### src/rtl/reg_file_sb.sv
// reg_file_sb: multi-read register file with pending-write scoreboard and sequenced clear
//   clk        rising-edge clock
//   reset      asynchronous active-low reset
//   write      write enable; wR address, dataIn data
//   opA/opB    read addresses; operand_a/operand_b combinational read data
//   reserve    mark entry rsvAddr as pending
//   a_pending  pending bit of entry opA, b_pending of entry opB
//   clear_req  start walking clear of every entry
//   clear_busy clear engine active
module reg_file_sb #(
    parameter int DATA_W   = 8,
    parameter int ADDR_W   = 3,
    parameter int ZERO_REG = 0
) (
    input  logic              clk,
    input  logic              reset,
    input  logic              write,
    input  logic [ADDR_W-1:0] wR,
    input  logic [DATA_W-1:0] dataIn,
    input  logic [ADDR_W-1:0] opA,
    input  logic [ADDR_W-1:0] opB,
    output logic [DATA_W-1:0] operand_a,
    output logic [DATA_W-1:0] operand_b,
    input  logic              reserve,
    input  logic [ADDR_W-1:0] rsvAddr,
    output logic              a_pending,
    output logic              b_pending,
    input  logic              clear_req,
    output logic              clear_busy
);
    localparam int DEPTH = 2 ** ADDR_W;
    typedef enum logic {IDLE, CLEAR} state_t;
    state_t              state;
    logic [ADDR_W-1:0]   ptr;
    logic [DATA_W-1:0]   mem [DEPTH];
    logic [DEPTH-1:0]    pending;
    logic                idle, we, rs, zr_a, zr_b, byp_a, byp_b;
    always_comb begin
        idle      = state == IDLE;
        // entry 0 is hardwired when ZERO_REG is set: no write, no reserve, no bypass
        we        = write && idle && !(ZERO_REG != 0 && wR == '0);
        rs        = reserve && idle && !(ZERO_REG != 0 && rsvAddr == '0);
        zr_a      = ZERO_REG != 0 && opA == '0;
        zr_b      = ZERO_REG != 0 && opB == '0;
        byp_a     = write && idle && wR == opA && !zr_a;
        byp_b     = write && idle && wR == opB && !zr_b;
        operand_a = zr_a ? '0 : byp_a ? dataIn : mem[opA];
        operand_b = zr_b ? '0 : byp_b ? dataIn : mem[opB];
        a_pending = byp_a ? 1'b0 : pending[opA];
        b_pending = byp_b ? 1'b0 : pending[opB];
    end
    always_ff @(posedge clk or negedge reset) begin
        if (!reset) begin
            for (int i = 0; i < DEPTH; i++) mem[i] <= '0;
            pending    <= '0;
            state      <= IDLE;
            ptr        <= '0;
            clear_busy <= 1'b0;
        end else if (state == IDLE) begin
            if (we) begin
                mem[wR]     <= dataIn;
                pending[wR] <= 1'b0;
            end
            // reserve after write so a same-entry write+reserve leaves it pending
            if (rs) pending[rsvAddr] <= 1'b1;
            if (clear_req) begin
                state      <= CLEAR;
                ptr        <= '0;
                clear_busy <= 1'b1;
            end
        end else begin
            mem[ptr]     <= '0;
            pending[ptr] <= 1'b0;
            ptr          <= ptr + 1'b1;
            if (ptr == ADDR_W'(DEPTH - 1)) begin
                state      <= IDLE;
                clear_busy <= 1'b0;
            end
        end
    end
endmodule

### config.mk
export PLATFORM = sky130hd
export DESIGN_NAME = reg_file_sb
export DESIGN_NICKNAME = d
export VERILOG_FILES = /design/src/rtl/reg_file_sb.sv
export SDC_FILE = /design/constraint.sdc
export NUM_CORES = 1
export LEC_CHECK = 0
export CORE_UTILIZATION = 55
export CTS_CLUSTER_DIAMETER = 30
export CTS_CLUSTER_SIZE = 12
export DETAILED_ROUTE_END_ITERATION = 16
export PLACE_DENSITY = 0.81
export SLEW_MARGIN = 20
export SYNTH_ARGS = -nofsm -noshare
export SYNTH_HDL_FRONTEND = slang
export SYNTH_SLANG_ARGS = --single-unit
### constraint.sdc
create_clock -name clk -period 2.6 [get_ports clk]
set_input_delay 0.52 -clock clk [delete_from_list [all_inputs] [get_ports clk]]
set_output_delay 0.52 -clock clk [all_outputs]
set_load 0.01 [all_outputs]
After elaboration in Yosys (flattened, before gate mapping):

Cells that the tools add are included.

* $add $sub $neg: 1
* $lt $le $gt $ge: 14
* equality and inequality tests: 4
* muxes and demuxes: 39
* bitwise gates (word level): 12
* reduce and logical (&&, ||, !) cells: 12

Operators by type and width (number)
* 2-to-1 mux 64 bit: 2
* 2-to-1 mux 8 bit: 12
* AND 64 bit: 1
* bitwise mux 64 bit: 1
* inverter 64 bit: 1
* binary-select mux 8 bit (select 3 bit): 2
* demux 8 bit (select 3 bit): 2
* < comparator 3 x 4 -> 1 bit (second input constant): 5
* AND 8 bit: 2
* greater-or-equal comparator 4 bit (second input constant): 4
* inverter 3 -> 4 bit: 4
* inverter 8 bit: 2
* 2-to-1 mux 1 bit: 13
* demux 1 bit (select 3 bit): 3
* greater-or-equal comparator 3 x 1 -> 1 bit (second input constant): 3
* logical AND 1 bit: 9
* < comparator 4 x 1 -> 1 bit (second input constant): 2
* OR 8 bit: 1
* binary-select mux 1 bit (select 3 bit): 2
* equality test 3 bit: 2
* 2-to-1 mux 3 bit: 2
* nonzero test 2 bit: 2
* adder 3 x 1 -> 3 bit (second input constant): 1
* equality test 3 bit (second input constant): 1
* other kinds (3): 3

* flip-flop bits (word level): 77
* bits of input ports: 25
* output and inout bits: 19
* word-level logic and storage cells: 94

Logic depth before layout (Yosys ltp):

Gate-level depths: netlist of run 1.

* word-level depth: 11
* gate-level depth with buffers: 5
* gate-level depth less buffers: 4

Worst setup path after synthesis of run 1:

No wires, ideal clock.

* path type: in2out
* from: input opA[0]
* to: output operand_a[0]
* data arrival time: 1714 ps
* required time: 2080 ps
* setup slack: 366 ps
* stages on the path: 4
* buffers on the path: 1
* path through: buf_6 -> mux4_1 -> mux2_2 -> mux2_4

* cells in the longest elaborated chain, start to end: 5
* elaborated cells on any way between the ends: 7
* those cells by class: 1 x eq/ne; 4 x mux; 1 x bitwise; 1 x reduce/logical

RTL lines
* from (decl): RTL line 20 `input logic [ADDR_W-1:0] opA,`
* inverter 3 -> 4 bit (implied by the code): RTL line 47 `operand_a = zr_a ? '0 : byp_a ? dataIn : mem[opA];`
* binary-select mux 8 bit (select 3 bit): RTL line 47
* 2-to-1 mux 8 bit (implied by the code) (2 in a row): RTL line 47
* 2-to-1 mux 8 bit (*): RTL line 47
* to (decl): RTL line 22 `output logic [DATA_W-1:0] operand_a,`

Every way passes the cells marked *; elsewhere a longest branch is shown, timed or not. The select of a mux whose other input is x is not followed.

Worst setup path in the final report of run 1:

* from: input opB[1]
* to: output operand_b[5]

* cells in the longest elaborated chain, start to end: 5
* elaborated cells on any way between the ends: 7
* those cells by class: 1 x eq/ne; 4 x mux; 1 x bitwise; 1 x reduce/logical

RTL lines
* from (decl): RTL line 21 `input logic [ADDR_W-1:0] opB,`
* inverter 3 -> 4 bit (implied by the code): RTL line 48 `operand_b = zr_b ? '0 : byp_b ? dataIn : mem[opB];`
* binary-select mux 8 bit (select 3 bit): RTL line 48
* 2-to-1 mux 8 bit (implied by the code) (2 in a row): RTL line 48
* 2-to-1 mux 8 bit (*): RTL line 48
* to (decl): RTL line 23 `output logic [DATA_W-1:0] operand_b,`

Marked as above.

==> results of run 1 <==
==> synth_stat cells (all sizes together) <==
library cell | n | area share, %
dfrtp | 77 | 42
a22o | 64 | 12
mux4 | 36 | 20
mux2 | 34 | 9.4
buf | 22 | 3.3
nand2 | 14 | 1.1
o21ai | 14 | 1.5
nor2 | 9 | 1.1
a21oi | 7 | 0.76
o22a | 6 | 1.1
xnor2 | 6 | 1.1
a22oi | 5 | 0.82
nand2b | 5 | 0.68
clkbuf | 3 | 0.25
inv | 3 | 0.25
nand3 | 3 | 0.33
nand3b | 3 | 0.49
nor2b | 3 | 0.41
and2 | 2 | 0.27
ha | 2 | 0.55
nand4 | 2 | 0.55
nor3 | 2 | 0.33
o31ai | 2 | 0.33
o32a | 2 | 0.44
and3b | 1 | 0.19
nor3b | 1 | 0.16
o22ai | 1 | 0.14
or2 | 1 | 0.14
or3b | 1 | 0.25
==> registers in the layout, summed over array words and instances, names as in the netlist <==
name        count
mem            64
ptr             3
state           1
clear_busy      1
pending         8
==> per-stage QoR <==
step	hold WS, ps	setup TNS [ps]
5_1_grt	199	-12.5
2_1_floorplan	224	0
3_5_place_dp	495	-12280
6_report	155	0
3_3_place_gp	489	-11810
4_1_cts	196	0
==> power by group through the flow <==
stage                     sequential (W)  clock, W  combinational (W)
after detailed placement         0.00176         0            0.00156
final                            0.00178   0.00107            0.00160
after global routing             0.00181   0.00112            0.00170
after floorplan                  0.00165         0            0.00106
after CTS                        0.00175   0.00106            0.00156
after global placement           0.00173         0            0.00150
==> critical path, cell delays in order <==
cell and delay (ps):
clkdlybuf4s15_2 200, buf_6 150, mux4_2 510, mux2_2 280, mux2_2 260, buf_2 140
==> repair_timing <==
action / 4_1_cts / 5_1_grt
endpoints found under the hold margin: 0 / 0
pin swaps: 1 / 0
gates cloned: 2 / 0
buffers inserted: 13 / 0
endpoints found under the setup margin: 18 / 5
resized for setup: 119 / 4
==> metal layers <==
metal	routed length, um	GRT usage [%]
met4	646	17.4
met3	1420	9.27
met5	0	0
met1	5170	44.5
met2	6750	56.3
==> kinds of logic after synthesis <==
group / Yosys count
compound gates: 101
xor+xnor: 6
fa+ha+maj: 2
buf+inv: 28
flops: 77
mux: 70
simple gates: 47
==> worst paths after layout <==
path,from,endpoint,slack [ps],cells after the start
worst max-delay path,opB[1],operand_b[5],20,6
worst min-delay path,reset,mem[46],160,2
worst max register to register,state,mem[34],470,4
worst min register to register,mem[54],mem[54],530,1
max in group asynchronous,reset,mem[0],2090,2
min in group clk,mem[54],mem[54],530,1
==> final cells by class <==
class / instances / share of cell area [%]
multi-input combinational: 226 / 43.2
sequential: 77 / 34.2
timing repair buffer: 102 / 16.1
clock buffer: 10 / 2.44
tap: 102 / 2.27
clock inverter: 6 / 1.67
inverter: 3 / 0.200
==> flow_metrics.tcl, run 1 <==
set metrics [dict create \
    run_status "finished, final reports clean" \
    core_area_mm2 0.00789 \
    grt_pass1_wl_um 22100 \
    synth-seq-cells 77 \
    synthMuxAreaShare_pct 29.1 \
    synth_compound_area_share_pct 17.4 \
    clkLatencyLatePin_ps 370 \
    rsz0062_at_grt "true" \
    drc 0 \
    cts_buffers 9 \
    ys_seq_area_share_pct 42.0 \
    place_area_mm2 0.00537 \
    ant_nets 0 \
    ys_warn_count 0 \
    clk_pin_slew_ps 80 \
    dp_cells 495 \
    peakVddDrop_uv 494 \
    final_area_mm2 0.00563 \
    final_max_slew_viol_count 0 \
    power.share.combinational_pct 36.0 \
    pin_count 44 \
    cts.path.max_buffers 2 \
    multi_input_area_mm2 0.00243 \
    synth-adder-area-share_pct 0.546 \
    p_sw_w 0.00158 \
    cp.required_ps 2080 \
    drive_gt1_share_pct 40.1 \
    power_frac_seq_pct 40.0 \
    initial_core_util_pct 58.1 \
    cp_max_fo 7 \
    synth.cell_area_mm2 0.00458 \
    post-route-min-period_ps 2580 \
    hold_path_class "primary input to async pin" \
    syn_nets 358 \
    die_h_um 93.3 \
    cellPowerDensity_mw_per_mm2 791 \
    worstMarginPinSlew_ps 1010 \
    worst_setup_path_start_kind "primary input" \
    arrival_ps 2060 \
    wl_per_cell_um 26.6 \
    p_leak_nw 2.62 \
    end_kind "output pin" \
    slew_headroom_pct 32.2 \
    dp_hpwl_um 8800 \
    final_common_cell "dfrtp_1" \
    final_cell_mix "dfrtp_1 (77), a22o_1 (64), buf_4 (49), mux4_2 (29), mux2_2 (19)" \
    n_fill_cell 520 \
    drt-total-wl_um 14000 \
    htreeDepth 3 \
    io_buffers 43 \
    grt_overflow 0 \
    cts_tree "yes" \
    synth_cells 331 \
    place_ws_ps -742 \
    rows 32 \
    vias_per_cell 7.08 \
    stdcell_count 526 \
    swShare_pct 35.4 \
    cts.hold.buffers_added 0 \
    hold_violations 0 \
    grt_antenna_before_repair 0 \
    grt_pass1_vias 3925 \
    root_buffer "clkbuf_8" \
    synth-simple-area-share_pct 6.06 \
    place_congestion 0.878 \
    total_power_w 0.00446 \
    grt_max_degree 78 \
    finalSetupViolCount 0 \
    drtIter0Drc 271 \
    fin_nets 446 \
    finalClockSkew_ps 11.2 \
    worstSetupPathType "primary input to output pin" \
    max_freq_ghz 0.388 \
    antennaDiodeCount 0 \
    vias 3724 \
    cts_num_sinks 77 \
    die_area_mm2 0.00870 \
    seq_area_mm2 0.00193 \
    clockPowerShare_pct 24.0 \
    synth_top_family_by_area "multiplexers" \
    fin_util_pct 71.4 \
    p_int_w 0.00288 \
    first_pass_iters 5 \
    period_share_pct 99.1 \
    syn_to_final_growth_pct 22.9 \
    synth-xor-area-share_pct 1.15 \
    drv_cap 0 \
    grt_use_total_pct 35.2 \
    synth_area_per_cell_um2 13.9 \
    fin_ws_ps 24.3 \
    synthDistinctLibCells 36 \
    die_w_um 93.3 \
]
Note: power is estimated with default switching activity, not from simulation.
==> inputs of run 2 (changes only) <==
--- a/config.mk
+++ b/config.mk
@@ -9,6 +9,7 @@
 export CTS_CLUSTER_DIAMETER = 30
 export CTS_CLUSTER_SIZE = 12
 export DETAILED_ROUTE_END_ITERATION = 16
+export HOLD_SLACK_MARGIN = 0.08
 export PLACE_DENSITY = 0.81
 export SLEW_MARGIN = 20
 export SYNTH_ARGS = -nofsm -noshare
==> constraint.sdc (replaced) <==
create_clock -name clk -period 2.6 [get_ports clk]
set_input_delay 0.52 -clock clk [delete_from_list [all_inputs] [get_ports clk]]
set_output_delay 0.52 -clock clk [all_outputs]
set_load 0.02 [all_outputs]
==> run 2 against run 1 <==
The run now ends with setup timing left. Maximum frequency is 2.0% lower. Total power is 2.0% higher. Setup slack worse by 52 ps. Clock-buffer cell count stayed put. Flip-flop and latch count stayed put. Clock skew is 2.9 ps higher. Core utilization is 0.22 points higher. Combinational power is 6% higher. Routed wire length is 3.9% higher. Global-route usage is 1.6 points lower.
==> flow_metrics.tcl, run 2 (synthesis gave the netlist of run 1 again) <==
set metrics [dict create \
    critPathBufInv 5 \
    pin_count 44 \
    max_stage_delay_ps 320 \
    total_power_w 0.00455 \
    cts.path.max_buffers 2 \
    run_status "complete, but fails checks" \
    vias_per_cell 7.30 \
    peakVddDrop_uv 550 \
    rows 32 \
    cp.required_ps 2080 \
    hold_path_class "primary input to async pin" \
    htreeDepth 3 \
    path_cells "buf_4, buf_12, buf_4, buf_4, mux4_2, mux2_2, mux2_4, buf_2" \
    final_common_cell "dfrtp_1" \
    worst_setup_path_start_kind "primary input" \
    first_pass_iters 5 \
    drtIter0Drc 400 \
    largest_reg_flops 64 \
    worstMarginPinSlew_ps 1080 \
    cts_buffers 9 \
    ant_nets 0 \
    wl_per_cell_um 28.0 \
    drc 0 \
    end_kind "output pin" \
    antennaDiodeCount 0 \
    grt_antenna_before_repair 0 \
    vias 3788 \
    arrival_ps 2110 \
    slew_headroom_pct 27.5 \
    cp_max_fo 6 \
    max_freq_ghz 0.380 \
    syn_to_final_growth_pct 23.3 \
    cp_top_family "multiplexers" \
    die_w_um 93.3 \
    grt_overflow 0 \
    clkLatencyLatePin_ps 370 \
    cellPowerDensity_mw_per_mm2 805 \
    crit_path_frequent_cell "buf_4" \
    finalClockSkew_ps 14.1 \
    cts_tree "yes" \
    die_h_um 93.3 \
    drv_cap 0 \
    grt_pass1_vias 3781 \
    period_share_pct 101 \
    core_area_mm2 0.00789 \
    p_leak_nw 2.65 \
    fin_ws_ps -28.2 \
    die_area_mm2 0.00870 \
    final_max_slew_viol_count 0 \
    fin_nets 439 \
    root_buffer "clkbuf_8" \
    place_ws_ps -805 \
    cts_num_sinks 77 \
    grt_pass1_wl_um 21100 \
    initial_core_util_pct 58.1 \
    clk_pin_slew_ps 80 \
    grt_max_degree 78 \
    dp_hpwl_um 8840 \
    io_buffers 43 \
    final_cell_mix "dfrtp_1 (77), a22o_1 (64), buf_4 (46), mux4_2 (24), mux2_4 (18)" \
    cp_slowest_cell "mux4_2" \
    finalSetupViolCount 1 \
    hold_violations 0 \
    grt_use_total_pct 33.7 \
    top_regs "mem (64), pending (8), ptr (3)" \
    worstSetupPathType "primary input to output pin" \
    drt-total-wl_um 14500 \
    post-route-min-period_ps 2630 \
    violations "setup timing" \
    drive_gt1_share_pct 38.4 \
    regMostFlops "mem" \
    place_congestion 0.878 \
]
run 2: path summary, 6_finish.rpt:
| kind | to | cells past startpoint | from | slack, ps |
|---|---|---|---|---|
| setup reg to reg | mem[35] | 4 | state | 410 |
| hold / removal | mem[46] | 2 | reset | 160 |
| min in group clk | mem[19] | 1 | mem[19] | 530 |
| max in group asynchronous | mem[59] | 2 | reset | 2080 |
| hold reg to reg | mem[19] | 1 | mem[19] | 530 |
| setup / recovery | operand_a[2] | 8 | opA[1] | -30 |
run 2: worst register-to-register path: stages (launching register included):
cell and delay, ps:
dfrtp_1 430, buf_4 210, nand3b_1 300, nor2_1 890, a22o_1 280
run 2: metrics by stage:
stage	setup TNS [ps]	utilization, %	instances	hold WS [ps]	cell area [um2]
2_1_floorplan	0	-	331	224	4580
3_3_place_gp	-12880	68.1	495	489	5370
3_5_place_dp	-13300	68.1	495	499	5370
4_1_cts	0	71.0	518	198	5600
5_1_grt	-55.0	71.6	519	190	5650
6_report	-28.2	71.6	519	158	5650
run 2: timing repair:
item,in CTS,in global routing
hold buffers,0,0
resized for setup,119,17
pin swaps,0,0
setup endpoints to repair,18,15
cloned,2,0
setup buffers,5,1
run 2: metal layers:
| metal | track usage, % | wire length, um | vias up |
|---|---|---|---|
| li1 | - | - | 1507 |
| met1 | 43.9 | 5460 | 1939 |
| met2 | 52.6 | 7150 | 279 |
| met3 | 8.29 | 1350 | 63 |
| met4 | 17.1 | 593 | 0 |
| met5 | 0 | 0 | - |
run 2: layout make-up:
| cell class | instances | area (um2) |
|---|---|---|
| Sequential cell | 77 | 1930 |
| Clock inverter | 6 | 93.8 |
| Tap cell | 102 | 128 |
| Inverter | 3 | 11.3 |
| Timing Repair Buffer | 95 | 877 |
| Fill cell | 522 | 2240 |
| Multi-Input combinational cell | 226 | 2480 |
| Clock buffer | 10 | 138 |
run 2: power breakdown:
group	switching, W	internal (W)	leakage, nW
combinational	0.000841	0.000844	1.48
sequential	0.000310	0.00148	1.05
clock	0.000495	0.000575	0.113
==> inputs of run 3 (changes only) <==
--- a/config.mk
+++ b/config.mk
@@ -5,8 +5,9 @@
 export SDC_FILE = /design/constraint.sdc
 export NUM_CORES = 1
 export LEC_CHECK = 0
+export CAP_MARGIN = 20
 export CORE_UTILIZATION = 55
-export CTS_CLUSTER_DIAMETER = 30
+export CTS_CLUSTER_DIAMETER = 150
 export CTS_CLUSTER_SIZE = 12
 export DETAILED_ROUTE_END_ITERATION = 16
 export HOLD_SLACK_MARGIN = 0.08
==> results of run 3 <==
Final layout, timing and power as in run 2 (identical DEF).
